$ cat config.mk
export PLATFORM = sky130hd
export DESIGN_NAME = hexkey_flat
export DESIGN_NICKNAME = d
export VERILOG_FILES = /design/src/rtl/sap1_io_pkg.sv /design/src/rtl/hexkey_if.sv /design/src/rtl/hexkey_tick_div.sv /design/src/rtl/hexkey.sv /design/src/flat_wrapper.sv
export SDC_FILE = /design/constraint.sdc
export NUM_CORES = 1
export LEC_CHECK = 0
export CAP_MARGIN = 20
export CORE_MARGIN = 1.5
export CORE_UTILIZATION = 52
export CTS_CLUSTER_SIZE = 12
export DETAILED_ROUTE_END_ITERATION = 8
export PLACE_DENSITY = 0.78
export SETUP_SLACK_MARGIN = 0.05
export SYNTH_ARGS = -nofsm -noshare
export SYNTH_HDL_FRONTEND = slang
export SYNTH_SLANG_ARGS = --single-unit
$ cat constraint.sdc
create_clock -name clk -period 4.1 [get_ports clk]
set_input_delay 0.82 -clock clk [delete_from_list [all_inputs] [get_ports clk]]
set_output_delay 0.82 -clock clk [all_outputs]
set_load 0.01 [all_outputs]
$ cat src/rtl/sap1_io_pkg.sv
// Shared definitions for the SAP-1 input path: keypad FSM states, line idle
// levels and small helpers for active-low one-hot patterns.
package sap1_io_pkg;

    typedef enum logic [1:0] {
        ST_SCAN,
        ST_DEBOUNCE,
        ST_PRESSED,
        ST_RELEASE
    } key_state_e;

    localparam logic [3:0] ROW_RESET = 4'b1110;
    localparam logic [3:0] COL_IDLE  = 4'hF;

    // Position of the lowest 0 bit; only meaningful for a single-low pattern.
    function automatic logic [1:0] low_index(input logic [3:0] v);
        logic [1:0] idx;
        idx = 2'd0;
        for (int i = 3; i >= 0; i--) begin
            if (!v[i]) idx = i[1:0];
        end
        return idx;
    endfunction

    function automatic logic is_single(input logic [3:0] v);
        return ($countones(~v) == 1);
    endfunction

    function automatic logic [3:0] rotate_row(input logic [3:0] r);
        return {r[2:0], r[3]};
    endfunction

endpackage

$ cat src/rtl/hexkey_if.sv
// Keypad lines plus key/byte handshake of the hex keypad scanner.
interface hexkey_if;
    logic [3:0] col;
    logic [3:0] row;
    logic       key_strobe;
    logic [3:0] key_code;
    logic [7:0] ibus;
    logic       in_valid;
    logic       in_ack;
    logic       overrun;

    modport master (
        input  col, in_ack,
        output row, key_strobe, key_code, ibus, in_valid, overrun
    );

    modport slave (
        output col, in_ack,
        input  row, key_strobe, key_code, ibus, in_valid, overrun
    );
endinterface

$ cat src/rtl/hexkey_tick_div.sv
// Free-running divider: one-cycle tick whenever the count equals DIV,
// then wraps to zero, so ticks repeat every DIV+1 cycles.
module tick_div #(
    parameter int unsigned DIV = 4999
) (
    input  logic clk,
    input  logic CLR,
    output logic tick_o
);
    localparam int unsigned W = (DIV < 1) ? 1 : $clog2(DIV + 1);

    logic [W-1:0] cnt_q;

    assign tick_o = (cnt_q == W'(DIV));

    // NOTE: sequential state always uses non-blocking assignment so every
    // flop samples pre-edge values regardless of process ordering.
    always_ff @(posedge clk or posedge CLR) begin
        if (CLR)         cnt_q <= '0;
        else if (tick_o) cnt_q <= '0;
        else             cnt_q <= cnt_q + W'(1);
    end
endmodule

$ cat src/rtl/hexkey.sv
// 4x4 hex keypad scanner: row scan, tick-sampled debounce of press and
// release, and packing of two key codes into a byte with valid/ack.
module hexkey
    import sap1_io_pkg::*;
#(
    parameter int unsigned SCAN_DIV  = 4999,
    parameter int unsigned DEB_TICKS = 8
) (
    input logic      clk,
    input logic      CLR,
    hexkey_if.master bus
);
    localparam int unsigned DW = $clog2(DEB_TICKS + 1);

    logic          tick;
    logic [3:0]    col_meta_q, col_s_q;
    key_state_e    state_q, state_d;
    logic [3:0]    row_q, row_d;
    logic [3:0]    pat_q, pat_d;
    logic [1:0]    cidx_q, cidx_d;
    logic [DW-1:0] deb_q, deb_d;
    logic          accept;
    logic [3:0]    code;

    logic          strobe_q;
    logic [3:0]    code_q, code_d;
    logic [7:0]    ibus_q, ibus_d;
    logic          valid_q, valid_d;
    logic          digit_q, digit_d;
    logic          ovr_q, ovr_d;

    tick_div #(.DIV(SCAN_DIV)) u_tick (
        .clk    (clk),
        .CLR    (CLR),
        .tick_o (tick)
    );

    always_ff @(posedge clk or posedge CLR) begin
        if (CLR) begin
            col_meta_q <= COL_IDLE;
            col_s_q    <= COL_IDLE;
        end else begin
            col_meta_q <= bus.col;
            col_s_q    <= col_meta_q;
        end
    end

    // Key code is {row index, column index}, i.e. 4*r + c.
    assign code = {low_index(row_q), cidx_q};

    // NOTE: every combinational output gets a default first so no path
    // leaves a variable unassigned and a latch is never inferred.
    always_comb begin
        state_d = state_q;
        row_d   = row_q;
        pat_d   = pat_q;
        cidx_d  = cidx_q;
        deb_d   = deb_q;
        accept  = 1'b0;
        if (tick) begin
            unique case (state_q)
                ST_SCAN: begin
                    if (is_single(col_s_q)) begin
                        pat_d   = col_s_q;
                        cidx_d  = low_index(col_s_q);
                        deb_d   = DW'(1);
                        state_d = ST_DEBOUNCE;
                    end else begin
                        row_d = rotate_row(row_q);
                    end
                end
                ST_DEBOUNCE: begin
                    if (col_s_q == pat_q) begin
                        deb_d = deb_q + DW'(1);
                        if ((deb_q + DW'(1)) == DW'(DEB_TICKS)) begin
                            accept  = 1'b1;
                            state_d = ST_PRESSED;
                        end
                    end else begin
                        row_d   = rotate_row(row_q);
                        state_d = ST_SCAN;
                    end
                end
                ST_PRESSED: begin
                    if (col_s_q == COL_IDLE) begin
                        deb_d   = DW'(1);
                        state_d = ST_RELEASE;
                    end
                end
                ST_RELEASE: begin
                    if (col_s_q == COL_IDLE) begin
                        deb_d = deb_q + DW'(1);
                        if ((deb_q + DW'(1)) == DW'(DEB_TICKS)) begin
                            row_d   = rotate_row(row_q);
                            state_d = ST_SCAN;
                        end
                    end else begin
                        state_d = ST_PRESSED;
                    end
                end
                default: state_d = ST_SCAN;
            endcase
        end
    end

    // An ack in the same cycle frees the byte before the new key is placed.
    always_comb begin
        code_d  = code_q;
        ibus_d  = ibus_q;
        valid_d = valid_q;
        digit_d = digit_q;
        ovr_d   = ovr_q;
        if (bus.in_ack && valid_q) valid_d = 1'b0;
        if (accept) begin
            code_d = code;
            if (!valid_d) begin
                ibus_d  = {ibus_q[3:0], code};
                digit_d = !digit_q;
                if (digit_q) valid_d = 1'b1;
            end else begin
                ovr_d = 1'b1;
            end
        end
    end

    always_ff @(posedge clk or posedge CLR) begin
        if (CLR) begin
            state_q  <= ST_SCAN;
            row_q    <= ROW_RESET;
            pat_q    <= COL_IDLE;
            cidx_q   <= 2'd0;
            deb_q    <= '0;
            strobe_q <= 1'b0;
            code_q   <= 4'd0;
            ibus_q   <= 8'h00;
            valid_q  <= 1'b0;
            digit_q  <= 1'b0;
            ovr_q    <= 1'b0;
        end else begin
            state_q  <= state_d;
            row_q    <= row_d;
            pat_q    <= pat_d;
            cidx_q   <= cidx_d;
            deb_q    <= deb_d;
            strobe_q <= accept;
            code_q   <= code_d;
            ibus_q   <= ibus_d;
            valid_q  <= valid_d;
            digit_q  <= digit_d;
            ovr_q    <= ovr_d;
        end
    end

    assign bus.row        = row_q;
    assign bus.key_strobe = strobe_q;
    assign bus.key_code   = code_q;
    assign bus.ibus       = ibus_q;
    assign bus.in_valid   = valid_q;
    assign bus.overrun    = ovr_q;
endmodule

$ cat src/flat_wrapper.sv
// flat-port wrapper written by rule: the top's interface ports become plain ports
module hexkey_flat import sap1_io_pkg::*;
#(
    parameter int unsigned SCAN_DIV  = 4999,
    parameter int unsigned DEB_TICKS = 8
)
  (clk, CLR, bus_col, bus_in_ack, bus_row, bus_key_strobe, bus_key_code, bus_ibus, bus_in_valid, bus_overrun);
  hexkey_if bus_i ();
  input logic clk;
  input logic CLR;
  input wire logic [$bits(bus_i.col)-1:0] bus_col;
  input wire logic [$bits(bus_i.in_ack)-1:0] bus_in_ack;
  output wire logic [$bits(bus_i.row)-1:0] bus_row;
  output wire logic [$bits(bus_i.key_strobe)-1:0] bus_key_strobe;
  output wire logic [$bits(bus_i.key_code)-1:0] bus_key_code;
  output wire logic [$bits(bus_i.ibus)-1:0] bus_ibus;
  output wire logic [$bits(bus_i.in_valid)-1:0] bus_in_valid;
  output wire logic [$bits(bus_i.overrun)-1:0] bus_overrun;
  assign bus_i.col = bus_col;
  assign bus_i.in_ack = bus_in_ack;
  assign bus_row = bus_i.row;
  assign bus_key_strobe = bus_i.key_strobe;
  assign bus_key_code = bus_i.key_code;
  assign bus_ibus = bus_i.ibus;
  assign bus_in_valid = bus_i.in_valid;
  assign bus_overrun = bus_i.overrun;
  hexkey #(.SCAN_DIV(SCAN_DIV), .DEB_TICKS(DEB_TICKS)) u_core (.clk(clk), .CLR(CLR), .bus(bus_i));
endmodule
==> flow_summary_export.csv, run 1 <==
group,metric,value,unit
status,status,"completed",
final_layout,multi_input_area,1030,um^2
die,core,4410,um^2
timing,fin_crit,3.06,ns
job,maxCapViolCount,0,
timing,hold_violations,0,
final_layout,drive_gt1_share,21.6,%
timing,rsz0062_at_grt,"false",
setup_path,cpPeakStageDelay,0.57,ns
drt,postRouteAntennaNets,0,
drt,routed_wl,3980,um
placement,gp_congestion,0.858,
synthesis,syn_nets,216,
final_layout,layout_commonest_cell,"dfrtp_1",
timing,clock_skew,0.00716,ns
drt,drtIter0Drc,87,
setup_path,crit_chain,"inv_1, ha_1, ha_1, fa_1, nor4b_1, and2_1, nor2_1, a31oi_1, mux2_2",
clocking,worstSkewPairLatency,0.31,ns
setup_path,critPathSlowestCell,"dfstp_2",
synthesis,ys_types,47,
synthesis,ys_warn_count,0,
die,rows,24,
final_layout,fill_cells,360,
setup_path,arrival,3.25,ns
power,cellPowerDensity,304,nW/um^2
drt,drt_first_pass_iters,4,
setup_path,crit_family,"adder cells",
timing,tns,0,ns
clocking,cts_tree,"done",
setup_path,end_kind,"flip-flop",
timing,relSlewSlack,60.4,%
setup_path,crit_path_frequent_cell,"ha_1",
clocking,cts_root_buffer,"clkbuf_8",
final_layout,layout_common_cells,"38 x dfrtp_1, 25 x clkdlybuf4s50_1, 18 x nand2_1",
clocking,cts.sinks,53,
timing,fmax,0.327,GHz
synthesis,synth_cells,200,
power,peakVddDrop,0.000141,V
clocking,postCtsHoldBufs,0,
power,p_total,863,uW
global_route,grt_usage,17.6,%
die,die_w,71.3,um
die,die_y,71.3,um
die,start_util,55.0,%
global_route,overflow,0,
timing,setup_violations,0,
synthesis,synth_ff_type,"dfrtp_1",
clocking,clk_pin_slew,0.10,ns
synthesis,synth.avg_cell_area,12.1,um^2
timing,fin_crit_sh,74.5,%
final_layout,fin_nets,246,
drt,drc,0,
drt,vias,1545,
clocking,htreeDepth,2,
drt,vias_per_cell,5.46,
clocking,cts-buffers-inserted,5,
die,dieArea,5090,um^2
timing,finalWorstSetupSlack,1.04,ns
global_route,grt_pass1_vias,1524,
synthesis,synth_edf_count,0,
synthesis,synth_area,2430,um^2
final_layout,register_area,1350,um^2
final_layout,area_growth,16.8,%
synthesis,async_flop_share,100,%
timing,whs,0.361,ns
setup_path,cp-start-kind,"flip-flop",
clocking,cts_buffer_depth,2,
timing,drv_slew,0,
placement,hpwlAfterDp,2800,um
global_route,grt_max_degree,54,
final_layout,diodes,0,
clocking,cts_resized,0,
placement,portBuffers,25,
hold_path,holdCritPathClass,"flip-flop to flip-flop",
global_route,grt_antenna_before_repair,0,
final_layout,final_core_utilization,64.3,%
synthesis,synth-seq-cells,53,
synthesis,synth_seq_area_share,55.4,%
power,p_leak,0.00125,uW
timing,worstMarginPinSlew,0.591,ns
clocking,cts_setup_buffers,0,
setup_path,cp.required,4.30,ns
setup_path,crit_type,"flip-flop to flip-flop",
drt,wire_per_inst,14.1,um
setup_path,crit_buf_inv,1,
die,io_pins,26,
global_route,grt_pass1_wl,7060,um
placement,place_ws,1.04,ns
setup_path,crit_fanout,4,
[routing by layer]
metal / vias up / GRT usage, % / part of all wire, %
li1: 762 / - / -
met1: 738 / 23.9 / 49
met2: 38 / 28.1 / 45
met3: 7 / 4.50 / 4.2
met4: 0 / 5.45 / 1.4
met5: - / 0 / 0
[cells by family after synthesis]
logic type	after synthesis	share of synthesized area, %
XOR/XNOR	15	5.41
flip-flops	53	55.4
AND/OR/NAND/NOR	71	16.3
AO/OA/AOI/OAI	24	6.75
adder cells (fa/ha/maj)	9	4.95
multiplexers	17	9.07
buffers and inverters	11	2.16
[cell type report]
class	instances	area share, %
flip-flops and latches	53	47.4
clock inverters	3	0.794
repair buffers	27	9.79
inverters	7	0.926
well taps	52	2.29
clock buffers	5	2.43
multi-input cells	136	36.3
[state kept, by name (all words and copies together) (netlist names)]
name / count
u_core.u_tick.cnt_q: 13
u_core.bus.ibus: 8
u_core.bus.key_code: 4
u_core.bus.row: 4
u_core.col_meta_q: 4
u_core.col_s_q: 4
u_core.deb_q: 4
u_core.pat_q: 4
u_core.cidx_q: 2
u_core.state_q: 2
u_core.bus.in_valid: 1
u_core.bus.key_strobe: 1
u_core.bus.overrun: 1
u_core.digit_q: 1
[through the flow]
stage | std cells | cell area, um^2
6_report | 283 | 2840
5_1_grt | 283 | 2840
4_1_cts | 282 | 2820
3_5_place_dp | 274 | 2730
3_3_place_gp | 274 | 2730
2_1_floorplan | 200 | 2430
[Yosys cell counts, types with 2 or more instances]
| master | instances | area share [%] |
|---|---|---|
| and3_1 | 5 | 1.3 |
| ha_1 | 8 | 4.1 |
| nand4_1 | 4 | 1.0 |
| inv_1 | 7 | 1.1 |
| a21o_2 | 2 | 0.72 |
| a21oi_1 | 2 | 0.41 |
| nand3_1 | 10 | 2.1 |
| xor2_1 | 3 | 1.1 |
| mux2_4 | 8 | 4.9 |
| a21boi_0 | 2 | 0.62 |
| nand2b_1 | 2 | 0.52 |
| dfrtp_1 | 38 | 39 |
| nand2_1 | 18 | 2.8 |
| and4_1 | 2 | 0.72 |
| dfstp_2 | 15 | 16 |
| clkbuf_1 | 2 | 0.31 |
| or4b_1 | 2 | 0.82 |
| mux2_2 | 8 | 3.7 |
| nor2_1 | 11 | 1.7 |
| o21ai_0 | 7 | 1.4 |
| xnor2_1 | 12 | 4.3 |
| nor3_1 | 7 | 1.4 |
[where the power goes]
group          switching, uW  internal (uW)  total (uW)
combinational           21.0           16.2        37.2
sequential              2.59            530         533
clock                    173            120         293
[worst reg2reg max path: stages (launching register included)]
cell and delay, ns:
dfstp_2 0.57, inv_1 0.07, ha_1 0.29, ha_1 0.21, fa_1 0.42, nor4b_1 0.37, and2_1 0.20, nor2_1 0.04
a31oi_1 0.38, mux2_2 0.38
[final timing paths]
| check | start | to | slack, ns | depth (start not counted) |
|---|---|---|---|---|
| worst max-delay path | u_core.col_s_q[0]$_DFF_PP1_ | u_core.bus.row[0]$_DFFE_PP0P_ | 1.04 | 9 |
| worst min-delay path | u_core.col_meta_q[1]$_DFF_PP1_ | u_core.col_s_q[1]$_DFF_PP1_ | 0.36 | 0 |
| worst max register to register | u_core.col_s_q[0]$_DFF_PP1_ | u_core.bus.row[0]$_DFFE_PP0P_ | 1.04 | 9 |
| worst min register to register | u_core.col_meta_q[1]$_DFF_PP1_ | u_core.col_s_q[1]$_DFF_PP1_ | 0.36 | 0 |
| max in group asynchronous | CLR | u_core.pat_q[0]$_DFFE_PP1P_ | 2.67 | 3 |
| min in group asynchronous | CLR | u_core.u_tick.cnt_q[6]$_DFF_PP0_ | 0.85 | 2 |
No activity file was read; power rests on OpenSTA's default activity.
==> run 2: changes to the inputs <==
clock period = 2.9 ns   (was 4.1 ns; I/O delays follow)
==> flow_summary_export.csv, run 2 (synthesis gave the netlist of run 1 again) <==
group,metric,value,unit
timing,finalWorstSetupSlack,0.196,ns
clocking,worstSkewPairLatency,0.31,ns
die,io_pins,26,
clocking,cts.sinks,53,
drt,drt_first_pass_iters,4,
placement,place_ws,-0.00776,ns
power,p_leak,0.00130,uW
timing,worstMarginPinSlew,0.671,ns
placement,gp_congestion,0.813,
clocking,cts_root_buffer,"clkbuf_8",
drt,drc,0,
timing,rsz0062_at_grt,"true",
placement,portBuffers,25,
final_layout,stdcell_area,2930,um^2
global_route,grt_antenna_before_repair,0,
drt,wire_per_inst,13.5,um
die,die_w,71.3,um
power,peakVddDrop,0.000250,V
drt,routed_wl,3910,um
timing,hold_violations,0,
die,die_y,71.3,um
job,maxCapViolCount,0,
setup_path,cp.required,3.09,ns
final_layout,drive_gt1_share,27.0,%
final_layout,final_core_utilization,66.5,%
final_layout,diodes,0,
final_layout,layout_commonest_cell,"dfrtp_1",
timing,fmax,0.370,GHz
final_layout,max_flop_register,"u_core.u_tick.cnt_q",
timing,tns,0,ns
clocking,cts_tree,"done",
die,start_util,55.0,%
drt,vias_per_cell,5.46,
placement,dpl_cell_area,2780,um^2
final_layout,area_growth,20.8,%
timing,setup_violations,0,
setup_path,end_kind,"flip-flop",
power,cellPowerDensity,425,nW/um^2
clocking,cts_buffer_depth,2,
global_route,grt_pass1_vias,1438,
drt,vias,1577,
final_layout,largest_reg_flops,13,
timing,relSlewSlack,55.0,%
final_layout,layout_common_cells,"38 x dfrtp_1, 25 x clkdlybuf4s50_1, 18 x nand2_1",
die,core,4410,um^2
clocking,cts-buffers-inserted,5,
timing,fin_crit,2.70,ns
clocking,clk_pin_slew,0.09,ns
setup_path,cp-start-kind,"flip-flop",
global_route,overflow,0,
hold_path,holdCritPathClass,"flip-flop to flip-flop",
placement,hpwlAfterDp,2830,um
timing,drv_slew,0,
die,rows,24,
timing,fin_crit_sh,93.2,%
timing,clock_skew,0.0113,ns
clocking,htreeDepth,2,
setup_path,crit_fanout,4,
setup_path,arrival,2.90,ns
drt,drtIter0Drc,65,
die,dieArea,5090,um^2
final_layout,fill_cells,325,
drt,postRouteAntennaNets,0,
global_route,grt_max_degree,31,
global_route,grt_usage,16.5,%
global_route,grt_pass1_wl,6510,um
timing,whs,0.359,ns
final_layout,fin_nets,252,
setup_path,crit_type,"flip-flop to flip-flop",
status,status,"completed",
## run 2: changes by cell type in the layout (fill, tap and decap cells not counted), sizes merged
cell      delta
buf          +6
clkinvlp     -3
clkinv       +2
clkbuf       +1
## run 2: worst max-delay path, cell delays in order, from the launching register on
cell and delay (ns):
dfstp_2 0.55, inv_2 0.05, ha_4 0.24, ha_4 0.15, fa_1 0.45, nor4b_2 0.29, and2_1 0.18, nor2_1 0.05
a31oi_1 0.17, buf_4 0.16, mux2_4 0.29
## run 2: layer usage
metal	vias up	global-route usage (%)	share of wire (%)
met1	752	22.5	49
met3	9	4.64	4.4
met5	-	0	0
met2	38	25.1	45
li1	778	-	-
met4	0	6.92	2.0
## run 2: final timing paths
| kind | to | cells past startpoint | slack (ns) | startpoint |
|---|---|---|---|---|
| setup / recovery | u_core.bus.row[0]$_DFFE_PP0P_ | 10 | 0.20 | u_core.col_s_q[0]$_DFF_PP1_ |
| hold / removal | u_core.col_s_q[1]$_DFF_PP1_ | 0 | 0.36 | u_core.col_meta_q[1]$_DFF_PP1_ |
| setup reg to reg | u_core.bus.row[0]$_DFFE_PP0P_ | 10 | 0.20 | u_core.col_s_q[0]$_DFF_PP1_ |
| hold reg to reg | u_core.col_s_q[1]$_DFF_PP1_ | 0 | 0.36 | u_core.col_meta_q[1]$_DFF_PP1_ |
| max in group asynchronous | u_core.col_meta_q[3]$_DFF_PP1_ | 3 | 1.70 | CLR |
| min in group asynchronous | u_core.bus.key_code[2]$_DFFE_PP0P_ | 2 | 0.62 | CLR |
## run 2: what timing repair did
action                                  CTS  global route
pin swaps                                 1             4
hold buffers                              0             0
cloned                                    0             0
endpoints found under the setup margin    4             4
buffers inserted                          0             1
resized for setup                         1             9
## run 2: power by group
group          switching, uW  leakage, uW  internal [uW]
clock network            231    0.0000512            194
registers               2.78     0.000673            749
logic                   36.1     0.000572           33.4
total                    269      0.00130            976
## run 2: cell type report
| cell class | instances | area [um^2] | share of cell area [%] |
|---|---|---|---|
| sequential | 53 | 1350 | 45.8 |
| timing repair buffer | 33 | 323 | 11.0 |
| tap | 52 | 65.1 | 2.22 |
| clock buffer | 6 | 82.6 | 2.81 |
| inverter | 7 | 26.3 | 0.896 |
| multi-input combinational | 136 | 1080 | 36.8 |
| clock inverter | 2 | 13.8 | 0.469 |
## run 2: stage by stage
| step | instances | total power, uW |
|---|---|---|
| global placement | 280 | 823 |
| floorplan | 200 | 799 |
| finish | 289 | 1250 |
| CTS | 288 | 1250 |
| global route | 289 | 1310 |
| detailed placement | 280 | 824 |
